==> src/rtl/apu_pkg.sv <==
// Shared definitions for the APU frame sequencer: channel count, FSM states,
// step constants and the per-step tick mask table.
package apu_pkg;

    localparam int unsigned NUM_CH    = 4;
    localparam int unsigned NUM_STEPS = 8;
    localparam int unsigned STEP_W    = 3;

    localparam logic [STEP_W-1:0] STEP_FIRST = 3'd0;
    localparam logic [STEP_W-1:0] STEP_LAST  = 3'd7;

    // Tick vector bit positions
    localparam int unsigned TICK_W     = 3;
    localparam int unsigned TICK_LEN   = 0;
    localparam int unsigned TICK_SWEEP = 1;
    localparam int unsigned TICK_ENV   = 2;

    typedef enum logic {OFF, RUN} frame_state_t;

    // Index = step; bits = {env, sweep, length}
    localparam logic [NUM_STEPS-1:0][TICK_W-1:0] TICK_MASK = {
        3'b100,  // step 7: envelope
        3'b011,  // step 6: length + sweep
        3'b000,  // step 5
        3'b001,  // step 4: length
        3'b000,  // step 3
        3'b011,  // step 2: length + sweep
        3'b000,  // step 1
        3'b001   // step 0: length
    };

endpackage

==> src/rtl/apu_frame_sequencer_if.sv <==
// Control/status bundle between the APU register file and the frame sequencer.
interface apu_frame_sequencer_if;
    import apu_pkg::*;

    logic              master_en;
    logic [NUM_CH-1:0] trig_req;
    logic [NUM_CH-1:0] length_expired;
    logic              length_tick;
    logic              sweep_tick;
    logic              env_tick;
    logic [STEP_W-1:0] step;
    logic [NUM_CH-1:0] ch_trigger;
    logic [NUM_CH-1:0] ch_active;
    logic [NUM_CH-1:0] ch_reset;
    logic [7:0]        nr52_status;

    // Register-file side
    modport master (
        output master_en, trig_req, length_expired,
        input  length_tick, sweep_tick, env_tick, step, ch_trigger, ch_active, ch_reset,
               nr52_status
    );

    // Sequencer side
    modport slave (
        input  master_en, trig_req, length_expired,
        output length_tick, sweep_tick, env_tick, step, ch_trigger, ch_active, ch_reset,
               nr52_status
    );

endinterface

==> src/rtl/apu_prescaler.sv <==
// Frame prescaler: counts 0..FRAME_DIV-1 and flags the last count with wrap.
// clear holds the count at zero (sequencer not running next cycle).
module apu_prescaler #(
    parameter int unsigned FRAME_DIV = 8
) (
    input  logic clk_100,
    input  logic reset,
    input  logic clear,
    output logic wrap
);

    localparam int unsigned CNT_W = (FRAME_DIV > 1) ? $clog2(FRAME_DIV) : 1;
    localparam logic [CNT_W-1:0] CNT_LAST = CNT_W'(FRAME_DIV - 1);

    logic [CNT_W-1:0] count_q, count_d;

    assign wrap = !clear && (count_q == CNT_LAST);

    // Next count: restart on clear or wrap, otherwise increment
    always_comb begin
        count_d = count_q + CNT_W'(1);
        if (clear || wrap) begin
            count_d = '0;
        end
    end

    // Count register
    always_ff @(posedge clk_100) begin
        if (reset) begin
            count_q <= '0;
        end else begin
            count_q <= count_d;
        end
    end

endmodule

==> src/rtl/apu_frame_sequencer.sv <==
// APU frame sequencer: OFF/RUN control, 8-step frame counter driving the
// length/sweep/envelope clocks, and per-channel trigger/active tracking.
// Build option: define APU_STATUS_READBACK_EN to drive nr52_status from a
// registered master enable and the channel active flags; otherwise it reads 0.
module apu_frame_sequencer
    import apu_pkg::*;
#(
    parameter int unsigned CLK_HZ   = 100_000_000,
    parameter int unsigned FRAME_HZ = 512
) (
    input logic                  clk_100,
    input logic                  reset,
    apu_frame_sequencer_if.slave bus
);

    localparam int unsigned FRAME_DIV = CLK_HZ / FRAME_HZ;

    frame_state_t      state_q, state_d;
    logic [STEP_W-1:0] step_q, step_d;
    logic [TICK_W-1:0] tick_q, tick_d;
    logic [NUM_CH-1:0] trig_q, trig_d;
    logic [NUM_CH-1:0] active_q, active_d;
    logic              run_next;
    logic              wrap;

    // Staying in RUN this cycle; anything else leaves the datapath at OFF values
    assign run_next = (state_q == RUN) && bus.master_en;

    apu_prescaler #(
        .FRAME_DIV (FRAME_DIV)
    ) u_prescaler (
        .clk_100 (clk_100),
        .reset   (reset),
        .clear   (!run_next),
        .wrap    (wrap)
    );

    // Next state, step counter, ticks and channel flags
    always_comb begin
        state_d  = state_q;
        step_d   = step_q;
        tick_d   = '0;
        trig_d   = '0;
        active_d = active_q;
        unique case (state_q)
            OFF: begin
                step_d   = STEP_FIRST;
                active_d = '0;
                if (bus.master_en) begin
                    state_d = RUN;
                end
            end
            RUN: begin
                if (!bus.master_en) begin
                    // Triggers seen as the master enable drops are discarded
                    state_d  = OFF;
                    step_d   = STEP_FIRST;
                    active_d = '0;
                end else begin
                    trig_d   = bus.trig_req;
                    // Trigger wins over a simultaneous length expiry
                    active_d = (active_q & ~bus.length_expired) | bus.trig_req;
                    if (wrap) begin
                        tick_d = TICK_MASK[step_q];
                        step_d = (step_q == STEP_LAST) ? STEP_FIRST : step_q + STEP_W'(1);
                    end
                end
            end
        endcase
    end

    // State and output registers
    always_ff @(posedge clk_100) begin
        if (reset) begin
            state_q  <= OFF;
            step_q   <= STEP_FIRST;
            tick_q   <= '0;
            trig_q   <= '0;
            active_q <= '0;
        end else begin
            state_q  <= state_d;
            step_q   <= step_d;
            tick_q   <= tick_d;
            trig_q   <= trig_d;
            active_q <= active_d;
        end
    end

    assign bus.length_tick = tick_q[TICK_LEN];
    assign bus.sweep_tick  = tick_q[TICK_SWEEP];
    assign bus.env_tick    = tick_q[TICK_ENV];
    assign bus.step        = step_q;
    assign bus.ch_trigger  = trig_q;
    assign bus.ch_active   = active_q;
    assign bus.ch_reset    = (state_q == OFF) ? {NUM_CH{1'b1}} : {NUM_CH{1'b0}};

`ifdef APU_STATUS_READBACK_EN
    logic master_en_q;

    // Registered master enable for the status image
    always_ff @(posedge clk_100) begin
        if (reset) begin
            master_en_q <= 1'b0;
        end else begin
            master_en_q <= bus.master_en;
        end
    end

    assign bus.nr52_status = {master_en_q, 3'b000, active_q};
`else
    assign bus.nr52_status = 8'h00;
`endif

endmodule

==> src/flat_wrapper.sv <==
// flat-port wrapper written by rule: the top's interface ports become plain ports
module apu_frame_sequencer_flat import apu_pkg::*;
#(
    parameter int unsigned CLK_HZ   = 100_000_000,
    parameter int unsigned FRAME_HZ = 512
)
  (clk_100, reset, bus_master_en, bus_trig_req, bus_length_expired, bus_length_tick, bus_sweep_tick, bus_env_tick, bus_step, bus_ch_trigger, bus_ch_active, bus_ch_reset, bus_nr52_status);
  apu_frame_sequencer_if bus_i ();
  input logic clk_100;
  input logic reset;
  input wire logic [$bits(bus_i.master_en)-1:0] bus_master_en;
  input wire logic [$bits(bus_i.trig_req)-1:0] bus_trig_req;
  input wire logic [$bits(bus_i.length_expired)-1:0] bus_length_expired;
  output wire logic [$bits(bus_i.length_tick)-1:0] bus_length_tick;
  output wire logic [$bits(bus_i.sweep_tick)-1:0] bus_sweep_tick;
  output wire logic [$bits(bus_i.env_tick)-1:0] bus_env_tick;
  output wire logic [$bits(bus_i.step)-1:0] bus_step;
  output wire logic [$bits(bus_i.ch_trigger)-1:0] bus_ch_trigger;
  output wire logic [$bits(bus_i.ch_active)-1:0] bus_ch_active;
  output wire logic [$bits(bus_i.ch_reset)-1:0] bus_ch_reset;
  output wire logic [$bits(bus_i.nr52_status)-1:0] bus_nr52_status;
  assign bus_i.master_en = bus_master_en;
  assign bus_i.trig_req = bus_trig_req;
  assign bus_i.length_expired = bus_length_expired;
  assign bus_length_tick = bus_i.length_tick;
  assign bus_sweep_tick = bus_i.sweep_tick;
  assign bus_env_tick = bus_i.env_tick;
  assign bus_step = bus_i.step;
  assign bus_ch_trigger = bus_i.ch_trigger;
  assign bus_ch_active = bus_i.ch_active;
  assign bus_ch_reset = bus_i.ch_reset;
  assign bus_nr52_status = bus_i.nr52_status;
  apu_frame_sequencer #(.CLK_HZ(CLK_HZ), .FRAME_HZ(FRAME_HZ)) u_core (.clk_100(clk_100), .reset(reset), .bus(bus_i));
endmodule
==> config.mk <==
export PLATFORM = sky130hd
export DESIGN_NAME = apu_frame_sequencer_flat
export DESIGN_NICKNAME = d
export VERILOG_FILES = /design/src/rtl/apu_pkg.sv /design/src/rtl/apu_frame_sequencer_if.sv /design/src/rtl/apu_prescaler.sv /design/src/rtl/apu_frame_sequencer.sv /design/src/flat_wrapper.sv
export SDC_FILE = /design/constraint.sdc
export NUM_CORES = 1
export LEC_CHECK = 0
export CAP_MARGIN = 20
export CORE_AREA = 10 10 59 80
export DETAILED_ROUTE_END_ITERATION = 10
export DIE_AREA = 0 0 69 90
export GPL_TIMING_DRIVEN = 1
export PLACE_DENSITY = 0.78
export SYNTH_ARGS = -nofsm -noshare
export SYNTH_HDL_FRONTEND = slang
export SYNTH_SLANG_ARGS = --single-unit
==> constraint.sdc <==
create_clock -name clk_100 -period 2.2 [get_ports clk_100]
set_input_delay 0.44 -clock clk_100 [delete_from_list [all_inputs] [get_ports clk_100]]
set_output_delay 0.44 -clock clk_100 [all_outputs]
set_load 0.05 [all_outputs]
* Word level (Yosys, flattened, before mapping)
Memory sizes are Yosys's and may differ from the RTL's. A register that Yosys moved wholly into a read port is not among the register bits.
Cells that the tools add are included.
** Word-level totals
- Register bits :: 30
- Memories kept :: 1
- Bits in read-only memories :: 24
** Memory list
- (name not given) :: words 8, bits a word 3, read ports 1, clocked after memory_dff 1, write ports 0, line apu_frame_sequencer.sv:64 : tick_d = TICK_MASK[step_q];
** Cells by class
- Bitwise gates (word level) :: 6
- Muxes and demuxes :: 8
- Add/sub/neg operators :: 2
- Equal/unequal tests :: 3
- Reductions and logical operators :: 7
** Operators by type and width (number)
- $add 18x1->18 const B :: 1
- $eq 18x18->1 const B :: 1
- $mux 3 :: 3
- $mux 4 :: 2
- $pmux 4 s2 :: 1
- $pmux 3 s2 :: 1
- $and 4x4->4 :: 1
- $not 4->4 :: 1
- $or 4x4->4 :: 1
- $reduce_or 4->1 :: 1
- $add 3x1->3 const B :: 1
- $eq 3x3->1 const B :: 1
- $ne 3x3->1 const B :: 1
- $not 1->1 :: 3
- $reduce_or 3->1 :: 1
- $logic_and 1x1->1 :: 2
- $reduce_or 2->1 :: 1
- $logic_not 1->1 :: 1
- $logic_or 1x1->1 :: 1
- $mux 1 :: 1

* Logic depth before layout (Yosys ltp)
- Depth after elaboration :: 5
- Mapped depth :: 6
- Depth with buffers taken out :: 5

* Cells and area by module
A second synthesis with hierarchy kept.
** Second synthesis, totals
- Cells, all modules :: 160
- Area total of the unflattened synthesis :: 1463.9 um2
** Modules (own cells, without submodules)
- apu_prescaler :: area each 817.0 um2, instances 1, sequential area each 360.3 um2, cells an instance 92
- apu_frame_sequencer :: area each 646.9 um2, instances 1, sequential area each 300.3 um2, cells an instance 68

* Worst setup path before layout
Ideal clock, no wire load.
- Kind :: reg2reg
- Start :: reg u_core.u_prescaler.count_q[0]
- End :: reg u_core.step_q[0], in the netlist u_core.bus.step[0]
- Path slack :: 593 ps
- Data required time :: 2077 ps
- Stages on the path, launching flop included :: 6
- Clock period less this slack :: 1607 ps
- Arrival :: 1484 ps
- Cell sequence :: dfxtp_1 > ha_1 > and4bb_2 > nand4_2 > nor2_4 > mux2_1
** Between the ends
- Cells in the longest elaborated chain, start to end :: 3
** RTL lines
- from (decl) :: line apu_prescaler.sv:15 : logic [CNT_W-1:0] count_q, count_d;
- from (signal assigned) :: line apu_prescaler.sv:32 : count_q <= count_d;
- $eq 18x18->1 :: line apu_prescaler.sv:17 : assign wrap = !clear && (count_q == CNT_LAST);
- $logic_and 1x1->1 :: line apu_prescaler.sv:17
- $ne 3x3->1 (no source line)
- to (signal assigned) :: line apu_frame_sequencer.sv:82 : step_q <= step_d;
- to (decl) :: line apu_frame_sequencer.sv:19 : logic [STEP_W-1:0] step_q, step_d;
No other way between the ends.
A chain may end at the register's enable or synchronous reset.

* Final worst setup path
- Start :: reg u_core.state_q
- End :: out bus_ch_reset[0]
** Between the ends
- Cells in the longest elaborated chain, start to end :: 1
** RTL lines
- from (decl) :: line apu_frame_sequencer.sv:18 : frame_state_t state_q, state_d;
- from (signal assigned) :: line apu_frame_sequencer.sv:81 : state_q <= state_d;
- $mux 4 :: line apu_frame_sequencer.sv:95 : assign bus.ch_reset = (state_q == OFF) ? {NUM_CH{1'b1}} : {NUM_CH{1'b0}};
- to (decl) :: line flat_wrapper.sv:20 : output wire logic [$bits(bus_i.ch_reset)-1:0] bus_ch_reset;
No other way between the ends.

==> summary.md <==
| Metric | Value |
|---|---|
| Top-area cell type share of the netlist area | `between 40% and 50%` |
| Met3 GRT Util | `5.61%` |
| Status | `complete, no violations` |
| Max Cap Viol | `0` |
| Clock Skew | `0.00265 ns` |
| Worst-path fanout max | `7` |
| Yosys cell types | `37` |
| H-tree levels | `2` |
| Fillers | `306` |
| Pleak | `0.707 nW` |
| TritonCTS clock tree | `yes` |
| Period utilisation layout | `92.9%` |
| Initial antenna violation count | `0` |
| WS Path Type | `flop to output pin` |
| Number of global-route vias before repair | `~1100` |
| Longest Clk Path Bufs | `2` |
| Area Overhead vs Synth | `22.9%` |
| Nets | `206` |
| Main synth FF type | `dfxtp_1` |
| Mapped Area | `1500 µm²` |
| Fin crit period | `2.04 ns` |
| Routed via count | `1110` |
| Post-route DRC | `0` |
| Post-synth ARST share | `0%` |
| Power Density | `617 nW/µm²` |
| Worst-margin pin slew | `just over 0.5 ns` |
| Antenna diodes | `0` |
| YS warnings | `0` |
| Initial DRC count | `16` |
| Max rail drop VDD | `0.589 mV` |
| Num rows | `25` |
| Worst Setup Start Kind | `flop` |
| Die height | `90 µm` |
| Top cells by area, synth | `dfxtp_1 44%, buf_4 5.5%, nor2_1 5.3%` |
| Rel. slew slack | `65.4%` |
| Most frequent cells in the layout | `33 x dfxtp_1, 28 x clkdlybuf4s50_1, 21 x nor2_1` |
| RSZ-0062 raised after global routing | `no` |
| Final Hold Viols | `0` |
| Sequential fraction of the synthesis area | `44.1%` |
| Clk_lat worst skew | `between 0.2 and 0.3 ns` |
| Commonest non-fill, non-tap cell in the layout | `dfxtp_1` |
| Port-buffer cells | `28` |
| Worst Hold Class | `flop to flop` |
| CP arrival | `about 1.6 ns` |
| CTS Buf Count | `5` |
| Post-cts hold buffer count | `0` |
| Pwr Total | `0.00114 W` |
| Core area | `3320 µm²` |
| Max Clk Rate | `489 MHz` |
| First-pass GRT wire length | `5040 µm` |
| Count of pins over their slew limit | `0` |
| Mapped Cells | `161` |
| DIE AREA | `between 6000 and 7000 µm²` |
| WL/cell | `12.3 µm` |
| CP endpoint kind | `output pin` |
| # IOs | `37` |
| Total detailed-routing wirelength | `2840 µm` |
| Number of synthesized flops with an enable pin | `0` |
| Final TNS setup | `0 ns` |
| Met1 Use GR | `8.86%` |
| Via density | `4.81` |
| Synth Register Bits | `33` |
| Top Usage Layer GRT | `met2` |
| First drt pass iteration count | `4` |
| Gr usage total | `under 10%` |
| CTS root buf | `clkbuf_8` |
| Routed Antenna Nets | `0` |
| Placer Congestion | `0.743` |
| Fraction of layout cells with a size suffix above 1 | `9.95%` |
| Post_cts resized | `0` |
| Met2 Use GR | `16.1%` |
| # setup viols final | `0` |
| GRT overflow | `0` |
| Clock transition at path regs | `0.07 ns` |
| Post-CTS setup buffer count | `0` |
| Data required, critical path | `1.76 ns` |
| Initial Util | `between 40% and 50%` |
| Worst Hold Slack | `0.459 ns` |
| Syn_area_per_cell | `9.31 µm²` |
| Die W | `69 µm` |
| R2r setup slk | `0.48 ns` |
| Largest net degree at the start of global routing | `18` |
| HPWL after DPL | `2200 µm` |
| Cell taking the most area after synthesis | `dfxtp_1` |
| Clock Sinks | `33` |
-- metrics by stage --
step           util, %  setup slack [ns]  cell area [µm²]  instances
2_1_floorplan        -             0.593             1530        168
3_5_place_dp      53.1             0.309             1760        223
4_1_cts           55.5             0.126             1840        231
6_report          55.5             0.156             1840        231
5_1_grt           55.5            0.0757             1840        231
3_3_place_gp      53.1             0.338             1760        223
-- cell families (layout without fill, tap and decap cells) --
logic type	count (synthesis)	count (layout)	synth area share, %
simple gates	67	67	26.2
flops	33	33	44.1
buf+inv	25	48	9.68
compound gates	14	14	5.84
xor+xnor	12	12	7.01
fa+ha+maj	5	5	4.17
mux	4	4	2.75
other cells	1	8	0.250
-- path summary, 6_finish.rpt --
check,startpoint,to,depth (start not counted)
max reg2reg,u_core.u_prescaler.count_q[0],u_core.bus.step[0],5
min reg2reg,u_core.u_prescaler.count_q[0],u_core.u_prescaler.count_q[0],1
min,u_core.u_prescaler.count_q[0],u_core.u_prescaler.count_q[0],1
max,u_core.state_q,bus_ch_reset[0],2
-- power breakdown --
| group | internal, W | switching, W |
|---|---|---|
| registers | 0.000601 | 0.00000279 |
| clock network | 0.000219 | 0.000214 |
| logic | 0.0000308 | 0.0000678 |
| total | 0.000851 | 0.000285 |
-- cell usage after synthesis, types with 4 or more instances --
| cell type | instances |
|---|---|
| xnor2_1 | 9 |
| dfxtp_1 | 33 |
| nand3_1 | 9 |
| nand2_1 | 7 |
| buf_4 | 11 |
| inv_1 | 11 |
| o21ai_0 | 4 |
| ha_1 | 5 |
| a21oi_1 | 7 |
| nor2_1 | 21 |
| and3_1 | 8 |
-- final cells by class --
type                       count  area [µm²]  area share [%]
inverter                      11        41.3            2.24
tap                           40        50.0            2.72
multi-input combinational    110         719            39.1
timing repair buffer          29         288            15.6
clock buffer                   6        72.6            3.94
clock inverter                 2        10.0           0.543
sequential                    33         661            35.9
-- worst max-delay path, cell delays in order (launching register included) --
cell and delay [ns]:
dfxtp_1 0.36, inv_1 0.13, clkdlybuf4s50_1 0.83
-- flip-flops by register name (all words and copies together) (netlist names) --
name and count:
u_core.bus.ch_trigger 4, u_core.u_prescaler.count_q 18, u_core.tick_q 3, u_core.bus.ch_active 4
u_core.bus.step 3, u_core.state_q 1
-- per-layer routing --
layer | vias up | part of all wire, %
met5 | - | 0
met4 | 0 | 2.4
met3 | 6 | 9.0
met2 | 24 | 50
met1 | 500 | 39
li1 | 580 | -
Power figures use the tool's default switching activity.
